==> config.mk <==
export PLATFORM = sky130hd
export DESIGN_NAME = downscale_sequencer
export DESIGN_NICKNAME = d
export VERILOG_FILES = /design/src/rtl/downscale_sequencer.sv
export SDC_FILE = /design/constraint.sdc
export NUM_CORES = 1
export LEC_CHECK = 0
export CAP_MARGIN = 20
export CORE_ASPECT_RATIO = 1.1
export CORE_MARGIN = 3
export CORE_UTILIZATION = 50
export CTS_CLUSTER_DIAMETER = 150
export DETAILED_ROUTE_END_ITERATION = 16
export PLACE_DENSITY = 0.73
export SKIP_CTS_REPAIR_TIMING = 1
export SLEW_MARGIN = 20
export SYNTH_ARGS = -nofsm -noshare
export SYNTH_HDL_FRONTEND = slang
export SYNTH_SLANG_ARGS = --single-unit
==> constraint.sdc <==
create_clock -name clk -period 6.2 [get_ports clk]
set_input_delay 0.93 -clock clk [delete_from_list [all_inputs] [get_ports clk]]
set_output_delay 0.93 -clock clk [all_outputs]
set_load 0.02 [all_outputs]
==> src/rtl/downscale_sequencer.sv <==
// downscale_sequencer: host BRAM access port plus a nearest-neighbour downscale engine (ports: clk, rst active-low async, cfg_* host access, start_req, bram_* BRAM port, busy/done/dbg_*/cfg_err status)
module downscale_sequencer #(
  parameter int SRC_W = 32,
  parameter int SRC_H = 32,
  parameter int DST_W = 16,
  parameter int DST_H = 16
) (
  input  logic        clk,
  input  logic        rst,
  input  logic        cfg_we,
  input  logic        cfg_re,
  input  logic [15:0] cfg_addr,
  input  logic [7:0]  cfg_data,
  input  logic        start_req,
  output logic        bram_we,
  output logic [15:0] bram_addr,
  output logic [7:0]  bram_wr_data,
  input  logic [7:0]  bram_rd_data,
  output logic        busy,
  output logic        done,
  output logic [7:0]  dbg_data,
  output logic        dbg_valid,
  output logic        cfg_err
);
  typedef enum logic [2:0] {IDLE, RD, WAIT, WR, DONE} state_t;
  localparam logic [15:0] SX_STEP  = 16'(SRC_W / DST_W);
  localparam logic [15:0] RB_STEP  = 16'((SRC_H / DST_H) * SRC_W);
  localparam logic [15:0] DST_BASE = 16'(SRC_W * SRC_H);
  localparam logic [15:0] DX_LAST  = 16'(DST_W - 1);
  localparam logic [15:0] DY_LAST  = 16'(DST_H - 1);
  state_t state, state_nx;
  logic [15:0] dx, dy, sx, row_base, dst_off;
  logic [7:0] pix;
  logic rd_pend, host, host_ok, launch, last;
  always_comb begin
    host     = (state == IDLE) || (state == DONE);
    launch   = host & start_req;
    host_ok  = host & ~start_req;
    last     = (dx == DX_LAST) && (dy == DY_LAST);
    busy     = (state == RD) || (state == WAIT) || (state == WR);
    done     = state == DONE;
    state_nx = launch ? RD :
               state == RD ? WAIT :
               state == WAIT ? WR :
               state == WR ? (last ? DONE : RD) :
               (state == DONE && cfg_we) ? IDLE : state;
    // BRAM port is forced quiet while reset is asserted, even for host pass-through
    bram_we      = rst & ((host_ok & cfg_we) | (state == WR));
    bram_addr    = !rst ? 16'd0 :
                   state == RD ? row_base + sx :
                   state == WR ? DST_BASE + dst_off :
                   (host_ok & (cfg_we | cfg_re)) ? cfg_addr : 16'd0;
    bram_wr_data = !rst ? 8'd0 :
                   state == WR ? pix :
                   (host_ok & cfg_we) ? cfg_data : 8'd0;
    dbg_valid    = rd_pend;
    dbg_data     = rd_pend ? bram_rd_data : 8'd0;
  end
  always_ff @(posedge clk or negedge rst) begin
    if (!rst) begin
      state    <= IDLE;
      dx       <= '0;
      dy       <= '0;
      sx       <= '0;
      row_base <= '0;
      dst_off  <= '0;
      pix      <= '0;
      rd_pend  <= 1'b0;
      cfg_err  <= 1'b0;
    end else begin
      state   <= state_nx;
      rd_pend <= host_ok & cfg_re & ~cfg_we;
      if (launch) begin
        dx       <= '0;
        dy       <= '0;
        sx       <= '0;
        row_base <= '0;
        dst_off  <= '0;
        cfg_err  <= cfg_we | cfg_re;
      end else if (busy & (cfg_we | cfg_re)) begin
        cfg_err <= 1'b1;
      end
      if (state == WAIT) pix <= bram_rd_data;
      if (state == WR) begin
        dst_off <= dst_off + 16'd1;
        if (dx == DX_LAST) begin
          dx       <= '0;
          sx       <= '0;
          dy       <= dy + 16'd1;
          row_base <= row_base + RB_STEP;
        end else begin
          dx <= dx + 16'd1;
          sx <= sx + SX_STEP;
        end
      end
    end
  end
endmodule

Word-level counts from Yosys, hierarchy flattened. Cells that the tools add are included.

Multiplexer cells: 28. Bitwise gates (word level): 12. Reductions and logical operators: 9. Add/subtract/negate cells: 7. Equal/unequal tests: 6.

Operator list (count): 16-bit 2-to-1 mux (16); 16-bit by 1-bit adder with 16-bit output (second input constant) (3); 16-bit by 4-bit equality test with 1-bit output (second input constant) (2); 8-bit 2-to-1 mux (4); 3-bit 2-to-1 mux (6); 11-bit by 16-bit adder with 16-bit output (first input constant) (1); 16-bit adder (1); 16-bit by 2-bit adder with 16-bit output (second input constant) (1); 16-bit by 7-bit adder with 16-bit output (second input constant) (1); 1-bit AND (8); 3-bit by 2-bit equality test with 1-bit output (second input constant) (2); 5-bit nonzero test (1); 2-bit nonzero test (2); 3-bit by 1-bit equality test with 1-bit output (second input constant) (1); 3-bit equality test (second input constant) (1); 3-bit logical NOT (1); 1-bit logical OR (3); 1-bit logical AND (2); 1-bit 2-to-1 mux (2); 1-bit inverter (2); 1-bit bitwise OR (2).

Output and inout port bits: 37. Input bits: 37. Bits in registers: 93. Word-level logic and storage cells: 71.

Logic depth before layout (Yosys ltp).
Depth after elaboration: 8. Depth in mapped cells: 9. Mapped depth without buffers: 7.

Least setup slack after synthesis. OpenSTA, ideal clock, no wires.

Path type: reg2out. From: register sx[4]. To: output port bram_addr[8]. Slack: 2.817 ns. Cell stages (with the launch flop): 8. Data arrival time: 2.453 ns. Path through: dfrtp_1 > ha_1 > a21o_1 > a221oi_2 > nor2b_2 > o21ai_0 > mux2_2 > a211oi_1.

Cells in the longest elaborated chain, start to end: 3.

RTL lines: start: declaration (RTL line 32) `logic [15:0] dx, dy, sx, row_base, dst_off;`; start signal: assignment (RTL line 93) `sx <= sx + SX_STEP;`; 16-bit adder (RTL line 50) `state == RD ? row_base + sx :`; 16-bit 2-to-1 mux (RTL line 50); 16-bit 2-to-1 mux (RTL line 49) `bram_addr = !rst ? 16'd0 :`; end: declaration (RTL line 16) `output logic [15:0] bram_addr,`.

Every way passes these cells.

Worst setup path in the final report.
From: register sx[5]. To: output port bram_addr[8].

Same word-level chain as after synthesis.

==> impl_metrics.yaml <==
run_status:
  result_of_the_run: "finished, final reports clean"
timing:
  worstMarginPinSlew_ps: 975
  period_needed_ps: 4310
  clock_skew_ps: 7.60
  rsz0062_at_grt: "false"
  timing.max_slew.rel_slack: 0.349
  setup_viol_count_final: 0
  fmax_mhz: 232
  final.period_utilization: 0.694
  timing.final.max_slew_violations: 0
  hold_viol_final: 0
  fin_hold_ws_ps: 430
  totalNegativeSetupSlack_ps: 0
  fin_ws_ps: 1890
clock_network:
  cts_sinks: 92
  cts-root-buf: "sky130_fd_sc_hd__clkbuf_16"
  cts.htree.levels: 3
  cts_max_path_buffers: 2
  cts_tree: "yes"
  clock_transition_time_at_the_flip_flop_clock_pins_of_the_worst_setup_and_hold_paths_ps: 70
  tritoncts.num_buffers: 9
  clk-insertion-delay-late_ps: 350
synthesis:
  ys_async_sr_fraction: 1.00
  post-synth-top-area-cell: "sky130_fd_sc_hd__dfrtp_1"
  synthesized_net_count: 736
  syn_inst: 678
  yosysSeqAreaShare: 0.394
  syn-mean-instance-area_sq_um: 8.62
  synth_top_cell_area_share: 0.394
  synth-seq-cells: 92
  ys.flop_type: "sky130_fd_sc_hd__dfrtp_1"
  synth_area_leaders: "sky130_fd_sc_hd__dfrtp_1, sky130_fd_sc_hd__nand2_1, sky130_fd_sc_hd__o21ai_0"
  yosys.cell_types.count: 65
  yosysWarnings: 0
  edff_count_synth: 0
  syn_area_sq_um: 5840
critical_path:
  worstPathArrival_ps: 3380
  worstPathRequired_ps: 5270
  crit_chain: "ha_1 > and3_1 > a221oi_2 > nor2b_2 > o21ai_0 > mux2_2 > a211oi_1 > clkdlybuf4s50_1"
  critical_path.top_delay_family: "compound AO/OA/AOI/OAI gates"
  slowest_delay_ps: 670
  library_cell_contributing_the_largest_single_delay_on_the_critical_path: "sky130_fd_sc_hd__clkdlybuf4s50_1"
  crit_path_end_kind: "output pin"
  timing.critical_path.buf_inv: 1
  startpoint_type_of_the_worst_setup_path: "flip-flop"
  timing.critical_path.fanout_max: 6
  path_class: "flip-flop to output pin"
finish:
  synthesis_to_layout_area_growth_pct: 19.2
  nFillCells: 951
  multiInputGateArea_sq_um: 3370
  layoutNonFillerInstCount: 889
  seqCellArea_sq_um: 2300
  nNetsFinal: 797
  share_of_cells_above_drive_strength_1: 0.0701
  diodes: 0
die:
  die-width_microns: 109
  floorplan.core_area_sq_um: 11200
  die-area_sq_um: 13000
  start_util: 0.523
  fp-row-count: 40
  top_level_port_count: 74
  die_y_microns: 119
pwr:
  total_leakage_power_nw: 3.05
  max-vdd-ir-drop_uv: 147
  power.density_nw_per_um2: 333
drt:
  wl_microns: 15100
  detail_route.iter0.violations: 419
  drtPass1Iterations: 6
  detail_route.wl_per_cell_microns: 17.0
  route.detailed.drc: 0
  routed_via_density: 5.98
  drt.antenna.violating_nets: 0
  via_count: 5317
worst_hold_path:
  min_delay_path_class: "input pin to asynchronous set/reset pin"
global_route:
  globalRouteTotalUtil: 0.237
  first_pass_grt_wire_length_microns: 24700
  grt-ovfl-total: 0
  grt_max_degree: 82
  antenna_found_initial: 0
  vias_in_the_first_global_route: 5139
place:
  port-buffer-count: 73
  dp_cells: 874
  dp_hpwl_microns: 10900
  post-place-ws_ps: 2180
  finalWeightedCongestion: 0.900
job:
  max_cap_viol_count: 0
worst paths after layout:
path / to / startpoint / slack (ps) / cells past startpoint
worst max register to register: sx[10]$_DFFE_PN0P_ / state[1]$_DFFE_PN0P_ / 3090 / 6
worst max-delay path: bram_addr[8] / sx[5]$_DFFE_PN0P_ / 1890 / 8
worst min register to register: cfg_err$_DFFE_PN0P_ / cfg_err$_DFFE_PN0P_ / 480 / 2
min in group clk: cfg_err$_DFFE_PN0P_ / cfg_err$_DFFE_PN0P_ / 480 / 2
max in group asynchronous: dst_off[6]$_DFFE_PN0P_ / rst / 4820 / 3
worst min-delay path: dst_off[11]$_DFFE_PN0P_ / rst / 430 / 1
metrics by stage:
stage                     total power [mW]  instance area, sq um  utilization
after global routing                  2.48                  6960        0.624
after global placement                1.75                  6650        0.596
after floorplan                       1.47                  5840            -
after CTS                             2.33                  6930        0.621
final                                 2.32                  6960        0.624
after detailed placement              1.78                  6650        0.596
layout by cell type (no fill, tap or decap), types with 4 or more instances in the layout:
| cell type | instances |
|---|---|
| sky130_fd_sc_hd__nand4_1 | 10 |
| sky130_fd_sc_hd__a21o_1 | 7 |
| sky130_fd_sc_hd__ha_1 | 21 |
| sky130_fd_sc_hd__o21ai_0 | 82 |
| sky130_fd_sc_hd__mux2i_1 | 16 |
| sky130_fd_sc_hd__nand2_1 | 119 |
| sky130_fd_sc_hd__nand3_1 | 27 |
| sky130_fd_sc_hd__o31ai_1 | 8 |
| sky130_fd_sc_hd__o211ai_1 | 5 |
| sky130_fd_sc_hd__and2_1 | 22 |
| sky130_fd_sc_hd__and3_1 | 29 |
| sky130_fd_sc_hd__clkdlybuf4s50_1 | 72 |
| sky130_fd_sc_hd__a22oi_1 | 5 |
| sky130_fd_sc_hd__nand2b_1 | 8 |
| sky130_fd_sc_hd__inv_1 | 7 |
| sky130_fd_sc_hd__clkbuf_16 | 9 |
| sky130_fd_sc_hd__nor3_1 | 8 |
| sky130_fd_sc_hd__mux2_2 | 9 |
| sky130_fd_sc_hd__a31oi_1 | 5 |
| sky130_fd_sc_hd__a211oi_1 | 5 |
| sky130_fd_sc_hd__dfrtp_1 | 92 |
| sky130_fd_sc_hd__a22o_1 | 5 |
| sky130_fd_sc_hd__xnor2_1 | 17 |
| sky130_fd_sc_hd__nor2_1 | 49 |
| sky130_fd_sc_hd__nor4_2 | 4 |
| sky130_fd_sc_hd__buf_4 | 6 |
| sky130_fd_sc_hd__a21oi_1 | 32 |
| sky130_fd_sc_hd__xor2_1 | 8 |
cell families (layout without fill, tap and decap cells):
logic type,count (synthesis),in the layout,share of synthesized area
AO/OA/AOI/OAI,177,177,0.187
XOR/XNOR,25,25,0.0375
adder cells (fa/ha/maj),21,21,0.0450
buffers and inverters,37,101,0.0291
flip-flops,92,92,0.394
multiplexers,26,26,0.0473
AND/OR/NAND/NOR,300,300,0.260
registers in the layout, summed over array words and instances (netlist names):
register	count
sx	15
pix	8
dst_off	16
dy	16
dbg_valid	1
row_base	16
cfg_err	1
dx	16
state	3
metal layers:
layer,share of wire,track usage
met4,0.014,0.0734
met3,0.060,0.0401
met2,0.50,0.401
met5,0,0
met1,0.43,0.306
synthesized netlist by cell type (7+ instances only):
library cell / number
sky130_fd_sc_hd__buf_2: 10
sky130_fd_sc_hd__ha_1: 21
sky130_fd_sc_hd__clkbuf_1: 15
sky130_fd_sc_hd__mux2_2: 9
sky130_fd_sc_hd__nand2b_1: 8
sky130_fd_sc_hd__and3_1: 29
sky130_fd_sc_hd__nor2_1: 49
sky130_fd_sc_hd__o21ai_0: 82
sky130_fd_sc_hd__nand2_1: 119
sky130_fd_sc_hd__xnor2_1: 17
sky130_fd_sc_hd__xor2_1: 8
sky130_fd_sc_hd__a21o_1: 7
sky130_fd_sc_hd__mux2i_1: 16
sky130_fd_sc_hd__nand4_1: 10
sky130_fd_sc_hd__dfrtp_1: 92
sky130_fd_sc_hd__inv_1: 7
sky130_fd_sc_hd__nor3_1: 8
sky130_fd_sc_hd__o31ai_1: 8
sky130_fd_sc_hd__and2_1: 22
sky130_fd_sc_hd__a21oi_1: 32
sky130_fd_sc_hd__nand3_1: 27
where the power goes:
| group | internal, mW | leakage [nW] | switching, mW |
|---|---|---|---|
| Sequential | 0.702 | 1.25 | 0.130 |
| Clock | 0.309 | 0.135 | 0.231 |
| Combinational | 0.362 | 1.67 | 0.586 |
| Total | 1.37 | 3.05 | 0.947 |
layout make-up:
cell class	count	area share
multi-input combinational	549	0.485
inverter	8	0.00431
tap	147	0.0264
clock inverter	4	0.00737
clock buffer	10	0.0329
sequential	92	0.331
timing repair buffer	79	0.114
Note: power is estimated with default switching activity, not from simulation.
